File: src/rtl/pipe_hazard_ctrl.sv
// Pipeline hazard controller: load-use stalls, taken-branch flushes and the
// mult/div freeze, plus a free-running count of stalled cycles.
module pipe_hazard_ctrl #(
  parameter  int MD_LATENCY = 4,
  localparam int CNT_W      = $clog2(MD_LATENCY + 1)
) (
  input  logic        clk,
  input  logic        rst,
  input  logic [4:0]  id_rs,
  input  logic [4:0]  id_rt,
  input  logic        id_uses_rs,
  input  logic        id_uses_rt,
  input  logic        ex_mem_read,
  input  logic [4:0]  ex_rt,
  input  logic        branch_taken,
  input  logic        md_start,
  output logic        pc_en,
  output logic        if_id_en,
  output logic        if_id_flush,
  output logic        id_ex_en,
  output logic        id_ex_flush,
  output logic        ex_mem_flush,
  output logic        md_busy,
  output logic        md_done,
  output logic [31:0] stall_cycles
);

  typedef enum logic {IDLE = 1'b0, BUSY = 1'b1} state_t;

  state_t             state, state_nx;
  logic [CNT_W-1:0]   cnt, cnt_nx;
  logic               load_use;
  logic               freeze;

  assign load_use = ex_mem_read && (ex_rt != 5'd0) &&
                    ((id_uses_rs && (id_rs == ex_rt)) ||
                     (id_uses_rt && (id_rt == ex_rt)));

  // The final BUSY cycle (cnt==1) releases the pipeline so the result can advance.
  assign freeze = ((state == IDLE) && md_start) ||
                  ((state == BUSY) && (cnt > CNT_W'(1)));

  always_ff @(posedge clk) begin
    if (rst) begin
      state        <= IDLE;
      cnt          <= '0;
      stall_cycles <= '0;
    end else begin
      state <= state_nx;
      cnt   <= cnt_nx;
      if (!pc_en) stall_cycles <= stall_cycles + 32'd1;
    end
  end

  always_comb begin
    state_nx = state;
    cnt_nx   = cnt;
    case (state)
      IDLE: begin
        if (md_start) begin
          state_nx = BUSY;
          cnt_nx   = CNT_W'(MD_LATENCY - 1);
        end
      end
      BUSY: begin
        // md_start stays high for the same instruction; it is not a new request here.
        cnt_nx = cnt - CNT_W'(1);
        if (cnt == CNT_W'(1)) state_nx = IDLE;
      end
      default: begin
        state_nx = IDLE;
        cnt_nx   = '0;
      end
    endcase
  end

  always_comb begin
    pc_en        = 1'b1;
    if_id_en     = 1'b1;
    if_id_flush  = 1'b0;
    id_ex_en     = 1'b1;
    id_ex_flush  = 1'b0;
    ex_mem_flush = 1'b0;
    md_busy      = 1'b0;
    md_done      = 1'b0;
    if (rst) begin
      pc_en    = 1'b0;
      if_id_en = 1'b0;
      id_ex_en = 1'b0;
    end else begin
      md_busy = (state == BUSY);
      md_done = (state == BUSY) && (cnt == CNT_W'(1));
      if (freeze) begin
        pc_en        = 1'b0;
        if_id_en     = 1'b0;
        id_ex_en     = 1'b0;
        ex_mem_flush = 1'b1;
      end else if (load_use) begin
        // Branch operands are stale behind the load, so the branch waits a cycle.
        pc_en       = 1'b0;
        if_id_en    = 1'b0;
        id_ex_flush = 1'b1;
      end else if (branch_taken) begin
        if_id_flush = 1'b1;
      end
    end
  end

endmodule

File: config.mk
export PLATFORM = sky130hd
export DESIGN_NAME = pipe_hazard_ctrl
export DESIGN_NICKNAME = d
export VERILOG_FILES = /design/src/rtl/pipe_hazard_ctrl.sv
export SDC_FILE = /design/constraint.sdc
export NUM_CORES = 1
export LEC_CHECK = 0
export BUFFER_PORTS_ARGS = -buffer_cell sky130_fd_sc_hd__buf_2
export CORE_MARGIN = 2
export CORE_UTILIZATION = 46
export DETAILED_ROUTE_END_ITERATION = 12
export GPL_TIMING_DRIVEN = 1
export MAX_ROUTING_LAYER = met4
export PLACE_DENSITY = 0.83
export REMOVE_ABC_BUFFERS = 1
export SLEW_MARGIN = 15
export SYNTH_ARGS = -nofsm -noshare
export SYNTH_HDL_FRONTEND = slang
export SYNTH_SLANG_ARGS = --single-unit
File: constraint.sdc
create_clock -name clk -period 2.2 [get_ports clk]
set_clock_uncertainty 0.2 [all_clocks]
set_input_delay 0.44 -clock clk [delete_from_list [all_inputs] [get_ports clk]]
set_output_delay 0.44 -clock clk [all_outputs]
set_load 0.005 [all_outputs]
# Yosys cells after proc, flatten, opt, wreduce, memory -nomap -nowiden
# Index checks and enable logic that the tools add are counted.
[word_totals]
regBits = 36
inputBits = 22
out_inout_bits = 40
word_cells = 42
[op_classes]
n_bitwise = 1
reduce_logical = 10
n_eq_ne = 4
mux = 21
n_addsub = 2
n_lt_le_gt_ge = 1
[op_table]
columns = ["cell", "count"]
rows = [
  ["32-bit by 1-bit adder with 32-bit output (second input constant)", 1],
  ["1-bit 2-to-1 mux", 18],
  ["5-bit == test", 2],
  ["1-bit logical AND", 7],
  ["3-bit one-hot mux with 2 select lines", 1],
  ["5-bit nonzero test", 1],
  ["3-bit by 1-bit == test with 1-bit output (second input constant)", 1],
  ["3-bit by 1-bit > comparator with 1-bit output (second input constant)", 1],
  ["3-bit 2-to-1 mux", 1],
  ["3-bit by 1-bit subtractor with 3-bit output (second input constant)", 1],
  ["1-bit logical OR", 2],
  ["2-bit != test (second input constant)", 1],
  ["1-bit one-hot mux with 2 select lines", 1],
  ["1-bit inverter", 1],
]

# Logic depth before layout (Yosys ltp)
# Gate-level depths: netlist of run 1.
[depth]
depth_word = 7
depth_mapped = 10
mapped_depth_nobuf = 8

# Least setup slack after synthesis of run 1
# OpenSTA, ideal clock, no wires.
[synth_path]
path_type = "input -> output"
start = "input port ex_rt[1]"
end = "output port if_id_flush"
path_buffers = 2
arrival_time_ps = 1788
setup_slack_ps = -228
path_stages = 6
required_time_ps = 1560
path_cell_list = "or4_4 -> o21a_4 -> a21oi_4 -> buf_6 -> buf_6 -> and2_1"
[synth_via]
elab_chain_cells = 7
[synth_rtl]
columns = ["item", "line_no", "rtl"]
rows = [
  ["start: declaration", "14", "input logic [4:0] ex_rt,"],
  ["5-bit == test (on tied branches)", "36, 37", ""],
  ["1-bit logical AND (on tied branches)", "36, 37", ""],
  ["1-bit logical OR", "36", "((id_uses_rs && (id_rs == ex_rt)) ||"],
  ["1-bit logical AND *", "35", "assign load_use = ex_mem_read && (ex_rt != 5'd0) &&"],
  ["1-bit 2-to-1 mux *", "98", "end else if (load_use) begin"],
  ["1-bit 2-to-1 mux *", "93", "if (freeze) begin"],
  ["1-bit 2-to-1 mux *", "86", "if (rst) begin"],
  ["end: declaration", "19", "output logic if_id_flush,"],
]
# Every way passes the cells marked *; elsewhere a longest branch is shown, timed or not.

# Worst setup path after layout of run 1
# Ends and elaborated chain as after synthesis.

==> results.md, run 1 <==
- Part of the power in the clock network: between 30% and 40%
- Largest net degree at the start of global routing: 25
- Min Hold Slack: 0.2978 ns
- Congestion Overflow GR: 0
- Post-route ant nets: 0
- Slew at the pin closest to its max-slew limit: between 0.4 and 0.5 ns
- Period utilisation layout: 106.5%
- Peak supply drop: approximately 460 µV
- Max-slew violations: 0
- Num rows: 24
- WHS Path Cells: 3
- Status: finished, violations left
- Initial Utilization: 47.11%
- Initial antenna violation count: 0
- RSZ-0062 raised after global routing: true
- Hold crit path type: in2reg
- Detailed Routing Iterations Pass 1: 4
- Yosys cell types: 44
- Failing checks: setup timing
- First-pass GRT wire length: 8.790 mm
- Critical path class: in2out
- Post-synth EDFFs: 0
- P per Cell Area: 520.5 nW/µm²
- Share of layout cells above drive strength 1: between 40% and 50%
- Core footprint: 4324 µm²
- CP endpoint kind: primary output
- Die W: 70.55 µm
- RD Place Congestion: around 0.81
- Most common cell after layout, fill and taps aside: buf_2
- Slowest cell on the critical path: or4_4
- Final Critical Period: 2.342 ns
- Final setup violation count: 21
- Clk pin slew, worst setup/hold paths: roughly 0.070 ns
- Crit path depth: 6
- Max Cap Viol: 0
- Crit path buf inv count: 2
- R2r worst-path depth: 10
- DRC Markers: 0
- Routed WL per cell: 14.93 µm
- Clk Latency, worst-skew pair: about 0.29 ns
- Final Non-Filler Cells: 389
- Synthesized instance count: ~250
- Post-synthesis cell area: 2037 µm²
- Post-route setup slack: -0.1425 ns
- Final HPWL DP: 3.906 mm
- CP max FO: 4
- Rel. slew slack: 67.69%
- Switch share: 26.70%
- Leakage: 0.001124 µW
- Synth Register Bits: 36
- DRT Wirelength: 5.808 mm
- Ys Warns: 0
- Via count: 2270
- I/O Pins: 62
- Diodes inserted: 0
- CP cell instances: buf_8 > or4_4 > o21a_4 > a21oi_4 > and2_1 > buf_2
- CTS tree: done
- Cells after DPL: 375
- Startpoint Class: input port
- Final Cell Area: 2836 µm²
- Worst slack, placed: -0.2097 ns
- Max frequency: between 0.4 and 0.5 GHz
- FFs w/ async S/R, synth: 0%
- Crit-path leading delay family: simple AND/OR/NAND/NOR gates
- Seq/Total Area, Yosys: 35.38%
- Routed vias/inst: between 5 and 6
- Total die area: roughly 5000 µm²
- Detailed Route Iter0 Violations: 73
- Most frequent cells in the layout: 59 x buf_2, 34 x dfxtp_1, 30 x buf_4
- Number of port buffers: 61
- Logic pwr share: 18.8%
- Area Growth Syn to Fin: 39.25%
- Root buffer cell: clkbuf_8
- Nets: roughly 360
- Reg power frac: 46.2%
- H-Tree Depth: 2
- Final hold vios: 0
- P_sw: 394.1 µW
- Die H: 70.55 µm
- Vias in the first global route: between 2000 and 2500
- Total Routing Usage GR: ~22%
- Num CTS Buffers: 5
- Placed Area: 2555 µm²
- Main synth FF type: dfxtp_1
- WP data required: 1.56 ns
- # clock sinks: 36
- Max clock buf depth: 2
- Avg Inst Size Synth: 8.314 µm²
- Slowest stage delay, CP: about 0.54 ns
- Worst EP arrival: between 1.5 and 2 ns
- P_int: around 1100 µW
==> per-stage QoR <==
step / setup TNS, ns / util (%) / total power (µW)
after floorplan: -1.411 / - / 798.5
after global placement: -2.764 / 59.09 / 923.5
after detailed placement: -4.730 / 59.09 / 931.8
after CTS: -0.5471 / 64.35 / 1479
after global routing: -2.560 / 65.60 / 1537
final: -1.186 / 65.60 / 1476
==> power groups by stage <==
stage                     Combinational (µW)  Sequential [µW]  Clock, µW
after floorplan                          102              697          0
after global placement                   230              694          0
after detailed placement                 237              695          0
after CTS                                276              682        521
after global routing                     302              685        550
final                                    278              682        516
==> kinds of logic (layout without fill, tap and decap cells) <==
group | Yosys count | count (layout) | share of synthesized area [%]
AO/OA/AOI/OAI | 76 | 78 | 24.32
flip-flops | 36 | 36 | 35.38
XOR/XNOR | 11 | 11 | 4.730
adder cells (fa/ha/maj) | 3 | 3 | 1.843
multiplexers | 1 | 1 | 0.4914
AND/OR/NAND/NOR | 99 | 99 | 27.70
buffers and inverters | 19 | 109 | 5.527
==> repair_timing <==
item / 4_1_cts / 5_1_grt
hold buffers: 0 / 0
gates resized for setup: 20 / 17
gates cloned: 0 / 2
hold endpoints to repair: 0 / 0
endpoints found under the setup margin: 20 / 35
setup buffers: 7 / 0
pin swaps: 20 / 11
==> sequential cells by signal (all words and copies together) (netlist names) <==
| name | count |
|---|---|
| state | 1 |
| cnt | 3 |
| stall_cycles | 32 |
==> final cells by class <==
class                   count  area [µm²]
well taps                  52       65.06
repair buffers             96       603.1
multi-input cells         192        1326
clock buffers               7       96.34
flip-flops and latches     36       723.2
fillers                   376        1488
inverters                   6       22.52
==> worst min-delay path: stages <==
cell and delay, ns:
buf_2 0.12, nor3_1 0.12, a211oi_1 0.06
==> cell usage after synthesis, drive strengths merged, types with 8 or more instances <==
cell type | instances | share of area, %
o31ai | 9 | 3.3
nor2 | 8 | 1.5
a21oi | 34 | 11
o21ai | 22 | 5.4
buf | 10 | 3.9
xnor2 | 10 | 4.3
nand2 | 16 | 2.9
or4 | 10 | 3.9
or3 | 19 | 5.8
dfxtp | 36 | 35
nand3 | 17 | 4.2
==> path summary, 6_finish.rpt <==
path	startpoint	end	slack, ns
setup / recovery	ex_rt[1]	if_id_flush	-0.14
hold reg to reg	cnt[2]$_SDFFE_PP0P_	cnt[2]$_SDFFE_PP0P_	0.31
setup reg to reg	cnt[1]$_SDFFE_PP0P_	stall_cycles[24]$_SDFFE_PP0N_	-0.08
hold / removal	md_start	cnt[0]$_SDFFE_PP0P_	0.30
==> per-layer routing <==
metal	track usage (%)	wire length, µm	vias up
met1	25.27	2457	1084
met4	7.547	106	0
li1	-	-	1095
met5	-	0	-
met2	37.95	2850	81
met3	5.840	394	10
No activity file was read; power rests on OpenSTA's default activity.
==> inputs of run 2 (changes only) <==
CORE_UTILIZATION = 51   (was 46)
CTS_CLUSTER_SIZE = 10   (was unset)
PLACE_DENSITY = 0.86   (was 0.83)
SLEW_MARGIN = 40   (was 15)
clock period = 2.45 ns   (was 2.2 ns; I/O delays follow)
==> run 2 against run 1 <==
Against the previous run:
- the flow still finishes with violations (setup timing)
- critical path depth unchanged
- global-route usage grew 3.1 points
- worst setup slack better by 0.11 ns
- core utilization up 2.9 points
- via count fell by 7.5%
- sequential power decreased by 9.7%
- design area shrank 9.6%
- first-iteration DRC count decreased by 4.1%
- clock power down 15%
- register-to-register slack improved by 0.25 ns
- sequential share of layout area is 2.7 points higher
- hold slack got worse by 0.053 ns
- critical endpoint unchanged
- largest power group unchanged
==> results.md, run 2 (synthesized netlist as in run 1, its figures left out) <==
- Detailed Routing Iterations Pass 1: 4 (unchanged)
- RD Place Congestion: 0.8149 (+0.23%)
- Max frequency: 0.4029 GHz
- Critical path class: in2out
- Share of layout cells above drive strength 1: 31.65% (-10 points)
- DRT Wirelength: 5.156 mm (-11%)
- Status: finished, violations left
- Routed vias/inst: 5.769 (-1.1%)
- Met3 usage: 5.667% (-0.17 points)
- Total die area: 4516 µm² (-9.3%)
- Max clock buf depth: 2 (unchanged)
- Post-CTS setup buffer count: 0 (-7)
- Congestion Overflow GR: 0 (unchanged)
- Initial Utilization: 54.41% (+7.3 points)
- Number of port buffers: 61 (unchanged)
- Placed Area: 2437 µm² (-4.6%)
- # clock sinks: 36 (unchanged)
- Most frequent cells in the layout: 59 x buf_2, 34 x dfxtp_1, 26 x a21oi_1
- Core footprint: 3744 µm² (-13%)
- WHS Path Cells: 2 (-1)
- Worst slack, placed: -0.04753 ns (+0.1622 ns)
- GRT met1 Usage: 28.38% (+3.1 points)
- Final Critical Period: between 2 and 2.5 ns
- Num rows: 22 (-8.3%)
- Post-route setup slack: -0.03209 ns (+0.1104 ns)
- Startpoint Class: input port
- Initial antenna violation count: 0 (unchanged)
- H-Tree Depth: 2 (unchanged)
- Hold crit path type: in2reg
- DRC Markers: 0 (unchanged)
- Diodes inserted: 0 (unchanged)
- Leakage: 0.0009891 µW (-12%)
- Root buffer cell: clkbuf_8
- Area Growth Syn to Fin: 25.92%
- Min Hold Slack: 0.2450 ns (-0.05286 ns)
- CP endpoint kind: primary output
- CTS tree: done
- Failing checks: setup timing
- Max-slew violations: 0 (unchanged)
- Slew at the pin closest to its max-slew limit: 0.4376 ns (-0.04708 ns)
- Die W: 67.20 µm (-4.7%)
- RSZ-0062 raised after global routing: true
- Most common cell after layout, fill and taps aside: buf_2
- Peak supply drop: 425.2 µV (-6.8%)
- Period utilisation layout: 101.3%
- Largest regs: stall_cycles (32), cnt (3), state (1)
- CP max FO: 5 (+1)
- WP data required: 1.76 ns (+0.20 ns)
- Num CTS Buffers: 5 (unchanged)
- Routing usage on met2: 44.31% (+6.4 points)
- Filler instances: 307 (-18%)
- Clk Latency, worst-skew pair: 0.29 ns (about the same)
- Final HPWL DP: 3.802 mm (-2.7%)
- Setup TNS: -0.03209 ns (+1.154 ns)
- Total Routing Usage GR: 25.27% (+3.1 points)
- Final hold vios: 0 (unchanged)
- First-pass GRT wire length: 8.500 mm (-3.3%)
- Rel. slew slack: 70.82% (+3.1 points)
- R2r worst-path depth: 9 (-1)
- P per Cell Area: 487.4 nW/µm² (-6.3%)
- Post-route ant nets: 0 (unchanged)
- Grt peak-use layer: met2
- Nets: 340 (-6.1%)
- Largest reg by FF count: stall_cycles
- Routed WL per cell: 14.16 µm (-5.1%)
- Final Cell Area: 2565 µm² (-9.6%)
- Via count: 2100 (-7.5%)
- Largest net degree at the start of global routing: 39 (+56%)
- Vias in the first global route: 1917 (-6.1%)
- Clk pin slew, worst setup/hold paths: 0.07 ns (about the same)
- Detailed Route Iter0 Violations: 70 (-4.1%)
- Max reg flops: 32 (unchanged)
- Die H: 67.20 µm (-4.7%)
- Worst EP arrival: 1.79 ns (+0.09 ns)
- Max Cap Viol: 0 (unchanged)
- Final setup violation count: 1 (-95%)
- I/O Pins: 62 (unchanged)
run 2: path summary, 6_finish.rpt:
path | start | end | slack (ns)
setup / recovery | ex_rt[1] | if_id_flush | -0.03
hold / removal | rst | state$_SDFF_PP0_ | 0.24
setup reg to reg | cnt[1]$_SDFFE_PP0P_ | stall_cycles[25]$_SDFFE_PP0N_ | 0.17
hold reg to reg | stall_cycles[17]$_SDFFE_PP0N_ | stall_cycles[17]$_SDFFE_PP0N_ | 0.30
run 2: metal layers:
layer / part of all wire [%] / vias to the layer above / wire length, µm
met2: 49 / 59 / 2513
met4: 1.5 / 0 / 75
li1: - / 1060 / -
met3: 6.4 / 5 / 330
met5: 0 / - / 0
met1: 43 / 976 / 2236
run 2: power breakdown:
part           internal (µW)  total [µW]  leakage (µW)  switching [µW]
logic                   93.9         198      0.000652             104
registers                599         616      0.000292            16.6
clock network            229         437     0.0000455             208
run 2: through the flow:
stage	std cells	power [µW]	utilization [%]
floorplan	232	717.0	-
global placement	356	809.6	65.11
detailed placement	356	816.6	65.11
CTS	364	1258	68.28
global route	364	1310	68.52
finish	364	1250	68.52
run 2: critical path, stage by stage:
cell,delay [ns]
buf_8,0.10
or4_4,0.54
o21a_4,0.22
a21oi_4,0.19
and2_1,0.15
buf_2,0.10
run 2: what timing repair did:
item / in CTS / in global routing
resized for setup: 8 / 3
gates cloned: 0 / 0
hold buffers: 0 / 0
endpoints found under the setup margin: 4 / 1
pin swaps: 0 / 0
run 2: final cells by class:
type	instances	area (µm²)	area share (%)
well taps	48	60.06	2.341
multi-input cells	190	1222	47.66
inverters	6	22.52	0.8780
repair buffers	76	446.7	17.41
flip-flops and latches	36	723.2	28.20
clock buffers	8	90.09	3.512
==> inputs of run 3 (changes only) <==
SKIP_LAST_GASP = 1   (was unset)
==> run 3 against run 2 <==
Against the previous run:
- the run still ends with setup timing left
- total power down 0.22%
- worst setup slack worse by 0.019 ns
- hold slack better by 0.00058 ns
- sequential power about the same
- critical path type unchanged
- critical endpoint unchanged
- highest routed layer unchanged
==> results.md, run 3 (synthesized netlist as in run 1, its figures left out) <==
- Die W: 67.20 µm (unchanged)
- Num rows: 22 (unchanged)
- Initial Utilization: 54.41% (unchanged)
- Hold crit path type: in2reg
- CP endpoint kind: primary output
- Status: finished, violations left
- Share of layout cells above drive strength 1: 31.65% (unchanged)
- Total die area: 4516 µm² (unchanged)
- Post-route setup slack: -0.05089 ns (-0.01880 ns)
- CTS Hold Bufs: 0 (unchanged)
- Nets: 340 (unchanged)
- Largest regs: stall_cycles (32), cnt (3), state (1)
- Critical path class: in2out
- Total Routing Usage GR: 25.05% (-0.22 points)
- Vias in the first global route: 1902 (-0.78%)
- Worst slack, placed: -0.04753 ns (unchanged)
- Worst r2r dst: stall_cycles[25]$_SDFFE_PP0N_
- Logic pwr share: 15.6% (-0.2 points)
- Worst EP arrival: 1.81 ns (+0.02 ns)
- Largest reg by FF count: stall_cycles
- Max Cap Viol: 0 (unchanged)
- Final Non-Filler Cells: 364 (unchanged)
- Detailed Routing Iterations Pass 1: 4 (unchanged)
- Startpoint Class: input port
- Switch share: 26.30% (+0.051 points)
- WHS Path Cells: 2 (unchanged)
- Detailed Route Iter0 Violations: 74 (+5.7%)
- Clk Latency, worst-skew pair: 0.29 ns (about the same)
- # clock sinks: 36 (unchanged)
- Slew at the pin closest to its max-slew limit: 0.4351 ns (-0.002550 ns)
- Clk pin slew, worst setup/hold paths: 0.07 ns (about the same)
- Part of the power in the clock network: 35.1% (about the same)
- Max-slew violations: 0 (unchanged)
- Hold Path Sink: state$_SDFF_PP0_
- Final Critical Period: 2.501 ns (+0.01880 ns)
- R2R Setup Slk: 0.17 ns (about the same)
- I/O Pins: 62 (unchanged)
- Initial antenna violation count: 0 (unchanged)
- Via count: 2128 (+1.3%)
- Final HPWL DP: 3.802 mm (unchanged)
- CTS tree: done
- WP data required: 1.76 ns (about the same)
- Congestion Overflow GR: 0 (unchanged)
- Period utilisation layout: 102.1% (+0.77 points)
- Most frequent cells in the layout: 61 x buf_2, 34 x dfxtp_1, 26 x a21oi_1
- Post-CTS setup buffer count: 0 (unchanged)
- Cells after DPL: 356 (unchanged)
- Max reg flops: 32 (unchanged)
- First-pass GRT wire length: 8.438 mm (-0.73%)
- Num CTS Buffers: 5 (unchanged)
- P_sw: 328.1 µW (about the same)
- Diodes inserted: 0 (unchanged)
- Area Growth Syn to Fin: 25.12%
- RD Place Congestion: 0.8149 (unchanged)
- Number of port buffers: 61 (unchanged)
- H-Tree Depth: 2 (unchanged)
- Max clock buf depth: 2 (unchanged)
- RSZ-0062 raised after global routing: true
- CP max FO: 5 (unchanged)
- P per Cell Area: 489.5 nW/µm² (+0.42%)
- Root buffer cell: clkbuf_8
- Final setup violation count: 1 (unchanged)
- Most common cell after layout, fill and taps aside: buf_2
- Post-route ant nets: 0 (unchanged)
- Final Cell Area: 2549 µm² (-0.63%)
- DRT Wirelength: 5.083 mm (-1.4%)
- DRC Markers: 0 (unchanged)
- Failing checks: setup timing
- Routed WL per cell: 13.96 µm (-1.4%)
- Largest net degree at the start of global routing: 39 (unchanged)
- Core footprint: 3744 µm² (unchanged)
- Die H: 67.20 µm (unchanged)
- R2r worst-path depth: 9 (unchanged)
- Routed vias/inst: 5.846 (+1.3%)
- Setup TNS: -0.05089 ns (-0.01880 ns)
- Worst reg2reg startpoint: cnt[1]$_SDFFE_PP0P_
- Finished Core Util: 68.08% (-0.43 points)
- Max frequency: 0.3999 GHz (-0.75%)
- Reg power frac: 49.3% (about the same)
- Final hold vios: 0 (unchanged)
- Rel. slew slack: 70.99% (+0.17 points)
- Leakage: 0.0009835 µW (-0.57%)
- Placed Area: 2437 µm² (unchanged)
- Peak supply drop: 425.1 µV (about the same)
- P_int: 919.4 µW (-0.29%)
- Hold Startpoint: rst
[run 3: power groups by stage]
stage	registers (µW)	clock network (µW)	logic (µW)
final	616	437	195
after global routing	618	474	215
after CTS	614	446	195
after detailed placement	626	0	190
after global placement	626	0	184
after floorplan	626	0	91.5
[run 3: per-layer routing]
layer	track usage [%]	wire length (µm)	up-vias
met5	-	0	-
met4	8.418	75	0
met3	5.333	359	5
met2	43.69	2448	78
met1	28.48	2199	986
li1	-	-	1059
[run 3: worst max-delay path by stage]
stage / start / end / slack, ns / cells after the start
after global routing: ex_rt[1] / if_id_flush / -0.10 / 6
after global placement: ex_rt[1] / if_id_flush / -0.03 / 6
after detailed placement: ex_rt[1] / if_id_flush / -0.05 / 6
after floorplan: ex_rt[1] / if_id_flush / -0.19 / 4
final: ex_rt[1] / if_id_flush / -0.05 / 6
after CTS: ex_rt[1] / if_id_flush / -0.05 / 6
[run 3: critical path, cell delays in order]
cell and delay [ns]:
buf_2 0.12, or4_4 0.54, o21a_4 0.22, a21oi_4 0.19, and2_1 0.15, buf_2 0.10
[run 3: cell type report]
class	count	area, µm²
Fill cell	309	1195
Timing Repair Buffer	76	430.4
Tap cell	48	60.06
Sequential cell	36	723.2
Clock buffer	8	90.09
Multi-Input combinational cell	190	1222
Inverter	6	22.52
[run 3: through the flow]
step	power [µW]	hold WS (ns)
final	1248	0.2455
after global routing	1307	0.2395
after CTS	1255	0.2422
after detailed placement	816.6	0.2888
after global placement	809.6	0.2757
after floorplan	717.0	0.2523
[run 3: repair_timing]
action / 4_1_cts / 5_1_grt
setup endpoints to repair: 4 / 4
resized for setup: 4 / 3
endpoints found under the hold margin: 0 / 0
